## src/rtl/tinyalu_resp.sv

```systemverilog
// tinyalu_resp: TinyALU start/done responder with single-cycle ALU ops and fixed-latency multiply.
module tinyalu_resp #(
  parameter int DATA_W      = 8,
  parameter int MUL_LATENCY = 3
) (
  input  logic                  clk,
  input  logic                  reset,
  input  logic [DATA_W-1:0]     A,
  input  logic [DATA_W-1:0]     B,
  input  logic [2:0]            op,
  input  logic                  start,
  output logic                  done,
  output logic [2*DATA_W-1:0]   result,
  output logic                  busy
);
  localparam int RW = 2 * DATA_W;
  localparam int CW = $clog2(MUL_LATENCY);
  typedef enum logic [2:0] {IDLE, EXEC, MUL, DONE, REARM} state_t;
  state_t            state_q, state_d;
  logic [DATA_W-1:0] a_q, a_d, b_q, b_d;
  logic [2:0]        op_q, op_d;
  logic [CW-1:0]     cnt_q, cnt_d;
  logic [RW-1:0]     result_q, result_d, alu;
  logic              done_q, done_d;
  always_comb
    alu = op_q == 3'b001 ? RW'(a_q) + RW'(b_q) :
          op_q == 3'b010 ? RW'(a_q & b_q) :
          op_q == 3'b011 ? RW'(a_q ^ b_q) :
          op_q == 3'b100 ? RW'(a_q) * RW'(b_q) : '0;
  always_comb begin
    state_d  = state_q;
    a_d      = a_q;
    b_d      = b_q;
    op_d     = op_q;
    cnt_d    = cnt_q;
    result_d = result_q;
    done_d   = 1'b0;
    case (state_q)
      IDLE:
        if (start && op != 3'b000) begin
          a_d  = A;
          b_d  = B;
          op_d = op;
          cnt_d = CW'(MUL_LATENCY - 1);
          state_d = op == 3'b111 ? REARM : op == 3'b100 ? MUL : EXEC;
          if (op == 3'b111) result_d = '0;
        end
      EXEC: begin
        result_d = alu;
        done_d   = 1'b1;
        state_d  = DONE;
      end
      MUL:
        if (cnt_q == '0) begin
          result_d = alu;
          done_d   = 1'b1;
          state_d  = DONE;
        end else cnt_d = cnt_q - CW'(1);
      DONE:  state_d = start ? REARM : IDLE;
      REARM: state_d = start ? REARM : IDLE;
      default: state_d = IDLE;
    endcase
  end
  always_ff @(posedge clk or posedge reset)
    if (reset) begin
      state_q  <= IDLE;
      a_q      <= '0;
      b_q      <= '0;
      op_q     <= '0;
      cnt_q    <= '0;
      result_q <= '0;
      done_q   <= 1'b0;
    end else begin
      state_q  <= state_d;
      a_q      <= a_d;
      b_q      <= b_d;
      op_q     <= op_d;
      cnt_q    <= cnt_d;
      result_q <= result_d;
      done_q   <= done_d;
    end
  assign done   = done_q;
  assign result = result_q;
  assign busy   = state_q == EXEC || state_q == MUL || state_q == DONE;
endmodule
```

## config.mk

```make
export PLATFORM = sky130hd
export DESIGN_NAME = tinyalu_resp
export DESIGN_NICKNAME = d
export VERILOG_FILES = /design/src/rtl/tinyalu_resp.sv
export SDC_FILE = /design/constraint.sdc
export NUM_CORES = 1
export LEC_CHECK = 0
export ABC_AREA = 1
export BUFFER_PORTS_ARGS = -buffer_cell sky130_fd_sc_hd__clkbuf_2
export CAP_MARGIN = 20
export CORE_ASPECT_RATIO = 0.5
export CORE_MARGIN = 2
export CORE_UTILIZATION = 50
export CTS_BUF_LIST = sky130_fd_sc_hd__clkbuf_16
export DETAILED_ROUTE_END_ITERATION = 8
export MAX_ROUTING_LAYER = met4
export PLACE_DENSITY_LB_ADDON = 0.08
export SKIP_CTS_REPAIR_TIMING = 1
export SLEW_MARGIN = 10
export SYNTH_ARGS = -nofsm -noshare
export SYNTH_HDL_FRONTEND = slang
export SYNTH_SLANG_ARGS = --single-unit
export TNS_END_PERCENT = 1
```

## constraint.sdc

```tcl
create_clock -name clk -period 6.61 [get_ports clk]
set_input_delay 1.322 -clock clk [delete_from_list [all_inputs] [get_ports clk]]
set_output_delay 1.322 -clock clk [all_outputs]
set_load 0.01 [all_outputs]
```

# Word-level counts from Yosys, hierarchy flattened
# Index checks and enable logic that the tools add are counted.
# classes
addsub	2
n_mul	1
eq_ne	14
n_mux	19
bitwise	2
reduce_logical	13
# op_table
cell	count
$mux 16	7
$pmux 16 s3	1
$mul 8x8->16	1
$eq 3x2->1 const B	4
$eq 3x3->1 const B	4
$mux 3	4
$pmux 3 s4	1
$add 8x8->9	1
$and 8x8->8	1
$ne 2x2->1 const B	4
$xor 8x8->8	1
$eq 3x1->1 const B	2
$mux 2	3
$reduce_bool 3->1	2
$pmux 2 s2	1
$reduce_and 2->1	2
$reduce_and 4->1	1
$logic_not 3->1	1
$reduce_and 3->1	1
$logic_not 2->1	1
$logic_or 1x1->1	2
$pmux 1 s2	1
$reduce_bool 2->1	1
$reduce_or 2->1	1
other kinds (3)	3
# totals
register_bits	41
in_bits	22
out_inout_bits	18
elab_cells	58

# Longest topological paths before layout
# logic_depth
ltp_word	7
depth_mapped	21
ltp_nobuf	20

# Worst setup path after synthesis
# No wires, ideal clock.
# synth_timing
path_kind	flip-flop to flip-flop
startpoint	register a_q[1]
endpoint	register result_q[14], in the netlist result[14]
setup_ns	0.117
t_arrival_ns	3.821
required_ns	6.493
slack_ns	2.672
path_stages_with_launch	19
path_buffers	1
synth_period_minus_slack_ns	3.938
path_cell_list	dfrtp_1 -> clkbuf_1 -> nand2_1 -> fa_1 -> fa_1 -> inv_1 -> fa_1 -> inv_1 -> fa_1 -> inv_1 -> ha_1 -> nand2_1 -> nand2_1 -> a21oi_1 -> nand2_1 -> nand2_1 -> nand3_1 -> nand3_1 -> nand2_1
# synth_via
elab_chain_len	7
# synth_lines
element	line	source
from (decl)	20	logic [DATA_W-1:0] a_q, a_d, b_q, b_d;
from (signal assigned)	67	a_q <= '0;
from (signal assigned)	75	a_q <= a_d;
$mul 8x8->16 (*)	29	op_q == 3'b100 ? RW'(a_q) * RW'(b_q) : '0;
$mux 16 (*)	29	
$mux 16 (*)	28	op_q == 3'b011 ? RW'(a_q ^ b_q) :
$mux 16 (*)	27	op_q == 3'b010 ? RW'(a_q & b_q) :
$mux 16 (*)	26	alu = op_q == 3'b001 ? RW'(a_q) + RW'(b_q) :
$mux 16	54	if (cnt_q == '0) begin
$pmux 16 s3 (*)	38	case (state_q)
to (signal assigned)	79	result_q <= result_d;
to (decl)	23	logic [RW-1:0] result_q, result_d, alu;
# Every way passes the cells marked *; elsewhere a longest branch is shown, timed or not. The select of a mux whose other input is x is not followed.
# A chain may end at the register's enable or synchronous reset.

# Worst setup path after layout
# layout_timing
startpoint	register b_q[6]
endpoint	register result_q[12], in the netlist result[12]
# layout_via
elab_chain_len	7
# layout_lines
element	line	source
from (decl)	20	
from (signal assigned)	68	b_q <= '0;
from (signal assigned)	76	b_q <= b_d;
$mul 8x8->16 (*)	29	
$mux 16 (*)	29	
$mux 16 (*)	28	
$mux 16 (*)	27	
$mux 16 (*)	26	
$mux 16	54	
$pmux 16 s3 (*)	38	
# Marked as above.

==> flow_summary.yaml <==
status:
  status: "finished, final reports clean"
placed_design:
  place_inst: 745
  portBuffers: 39
  place_area_um2: 4810
  gp_congestion: 0.971
  dp.final_hpwl_mm: 8.61
global_routing:
  antenna_found_initial: 0
  grt_pass1_wl_mm: 18.9
  grt_overflow_total: 0
  grt_pass1_vias: 3638
  grt_usage_pct: 25.1
  grt_max_degree: 42
floorplan:
  rows: 24
  io_pins: 40
  die_h_um: 71.4
  core-area_um2: 8770
  dieArea_um2: 9920
  die_w_um: 139
  start_util_pct: 51.9
cells_and_area:
  antenna_cells: 0
  multiInputGateArea_um2: 2900
  final_nets: 739
  nFillCells: 870
  post-route-util_pct: 56.4
  area_delta_synth_final_pct: 8.69
  final_cell_area_um2: 4940
  stdcell_count: 752
  seqCellArea_um2: 1030
  drive_above_1_share_pct: 11.5
yosys:
  synth_area_leaders: "dfrtp_1 23%, fa_1 16%, nand2_1 16%, ha_1 12%, inv_1 11%"
  synthArstFlopShare_pct: 100
  synthMostInstantiatedCell: "nand2_1"
  ys_seq_elements: 41
  synthTopCellsByCount: "190 x nand2_1, 138 x inv_1, 45 x ha_1"
  synthesis.instances: 607
  yosys_warnings: 0
  synth_top_cell_by_area: "dfrtp_1"
  avgSynthCellArea_um2: 7.49
  netlist_area_um2: 4550
  synth_top_cell_area_share_pct: 22.6
  synthFlopType: "dfrtp_1"
  yosysUniqueCellTypes: 37
  ys_seq_area_share_pct: 22.6
  synth_nets: 711
  synth_edf_count: 0
timing:
  hold_violations: 0
  fin_setup_tns_ps: 0
  fin_crit_ps: 4190
  period_share_pct: 63.4
  drv_slew: 0
  skew_ps: 3.96
  rsz0062_at_grt: "no"
  clock.fmax_mhz: 239
  worstMarginPinSlew_ps: 730
  slew_headroom_pct: 51.2
  setup_viol: 0
critical_path:
  start_kind: "register"
  critPathMaxFanout: 9
  r2r_start: "b_q[6]$_DFFE_PP0P_"
  crit_buf_inv: 3
  cp_top_family: "adder cells"
  critPathSlowestCell: "dfrtp_1"
  cp-end-kind: "register"
  crit_required_ps: 6790
  setup.worst_path.start: "b_q[6]$_DFFE_PP0P_"
  critPathKind: "reg -> reg"
  max_stage_delay_ps: 600
  path_cells: "nand2_1, fa_1, fa_1, inv_1, fa_1, inv_1, fa_1, inv_1, ha_1, nand2_1, nand2_1, a21oi_1, nand2_1, nand2_1, nand3_1, nand3_1, nand2_1"
  crit_path_frequent_cell: "nand2_1"
  cp_data_arrival_time_ps: 4370
clock_network:
  cts_tree: "yes"
  clkTransAtPathRegs_ps: 60
  clock-sinks: 41
  clk_latency_ps: 290
  cts_root_buf: "clkbuf_16"
  cts_buffers: 5
  clockBufferDepth: 2
  htree_levels: 2
drt:
  drt_first_pass_iters: 5
  wl_mm: 11.0
  num_vias: 3715
  routed_via_density: 4.94
  ant_nets: 0
  drc_errors: 0
  first_iter_violations: 286
  wire_per_inst_um: 14.7
min_path:
  hp-start: "result[2]$_DFFE_PP0P_"
  hold_class: "reg -> reg"
job:
  drv_cap: 0
-- worst min-delay path: cells and delay by family, from the launching register on --
| kind | cells | cell delay, ps |
|---|---|---|
| and+or+nand+nor | 2 | 100 |
| DFF | 1 | 350 |
-- layer usage --
layer	part of all wire (%)	global-route usage [%]
met1	56	39.9
met2	38	33.5
met3	6.5	4.88
met4	0.31	3.25
met5	0	-
-- sequential cells by signal (all words and copies together), names as in the netlist --
signal   flops
a_q          8
b_q          8
cnt_q        2
done         1
op_q         3
result      16
state_q      3
-- final cells by class --
class,count,share of cell area (%)
multi-input cells,404,58.6
flip-flops and latches,41,20.8
inverters,143,10.9
repair buffers,40,4.10
well taps,117,2.96
clock buffers,5,2.53
clock inverters,2,0.228
-- cell families (layout without fill, tap and decap cells) --
family	count (synthesis)	count (layout)	share of synthesized area (%)
fa+ha+maj	82	82	28.7
xor+xnor	5	5	0.963
simple gates	257	257	23.5
buf+inv	162	190	13.8
compound gates	44	44	5.69
flops	41	41	22.6
mux	16	16	4.79
-- through the flow --
stage          setup WS (ps)  hold slack [ps]
6_report                2420              477
5_1_grt                 2120              507
4_1_cts                 2410              481
3_5_place_dp            2470              463
3_3_place_gp            2490              460
2_1_floorplan           2670              507
-- path summary, 6_finish.rpt --
| kind | end | slack (ps) | cells after the start |
|---|---|---|---|
| max in group asynchronous | a_q[1]$_DFFE_PP0P_ | 5070 | 3 |
| setup reg to reg | result[12]$_DFFE_PP0P_ | 2420 | 17 |
| setup / recovery | result[12]$_DFFE_PP0P_ | 2420 | 17 |
| min in group asynchronous | result[15]$_DFFE_PP0P_ | 1150 | 3 |
| hold / removal | result[2]$_DFFE_PP0P_ | 480 | 2 |
| hold reg to reg | result[2]$_DFFE_PP0P_ | 480 | 2 |
-- layout by cell type (no fill, tap or decap), drive strengths merged --
| master | count |
|---|---|
| mux2 | 16 |
| dfrtp | 41 |
| buf | 1 |
| clkinv | 1 |
| inv | 143 |
| a21oi | 15 |
| or2 | 2 |
| ha | 45 |
| o21bai | 1 |
| clkinvlp | 1 |
| nor2 | 18 |
| clkbuf | 44 |
| a32oi | 1 |
| nand4 | 3 |
| nor3 | 3 |
| xnor2 | 3 |
| nand3b | 1 |
| nand2 | 192 |
| fa | 37 |
| a21o | 1 |
| a31oi | 3 |
| o21ai | 19 |
| nand3 | 38 |
| xor2 | 2 |
| a21boi | 2 |
| o211ai | 2 |
Power is not shown: default switching activity piles up to over one toggle a cycle in this logic, so the estimate is an artifact.
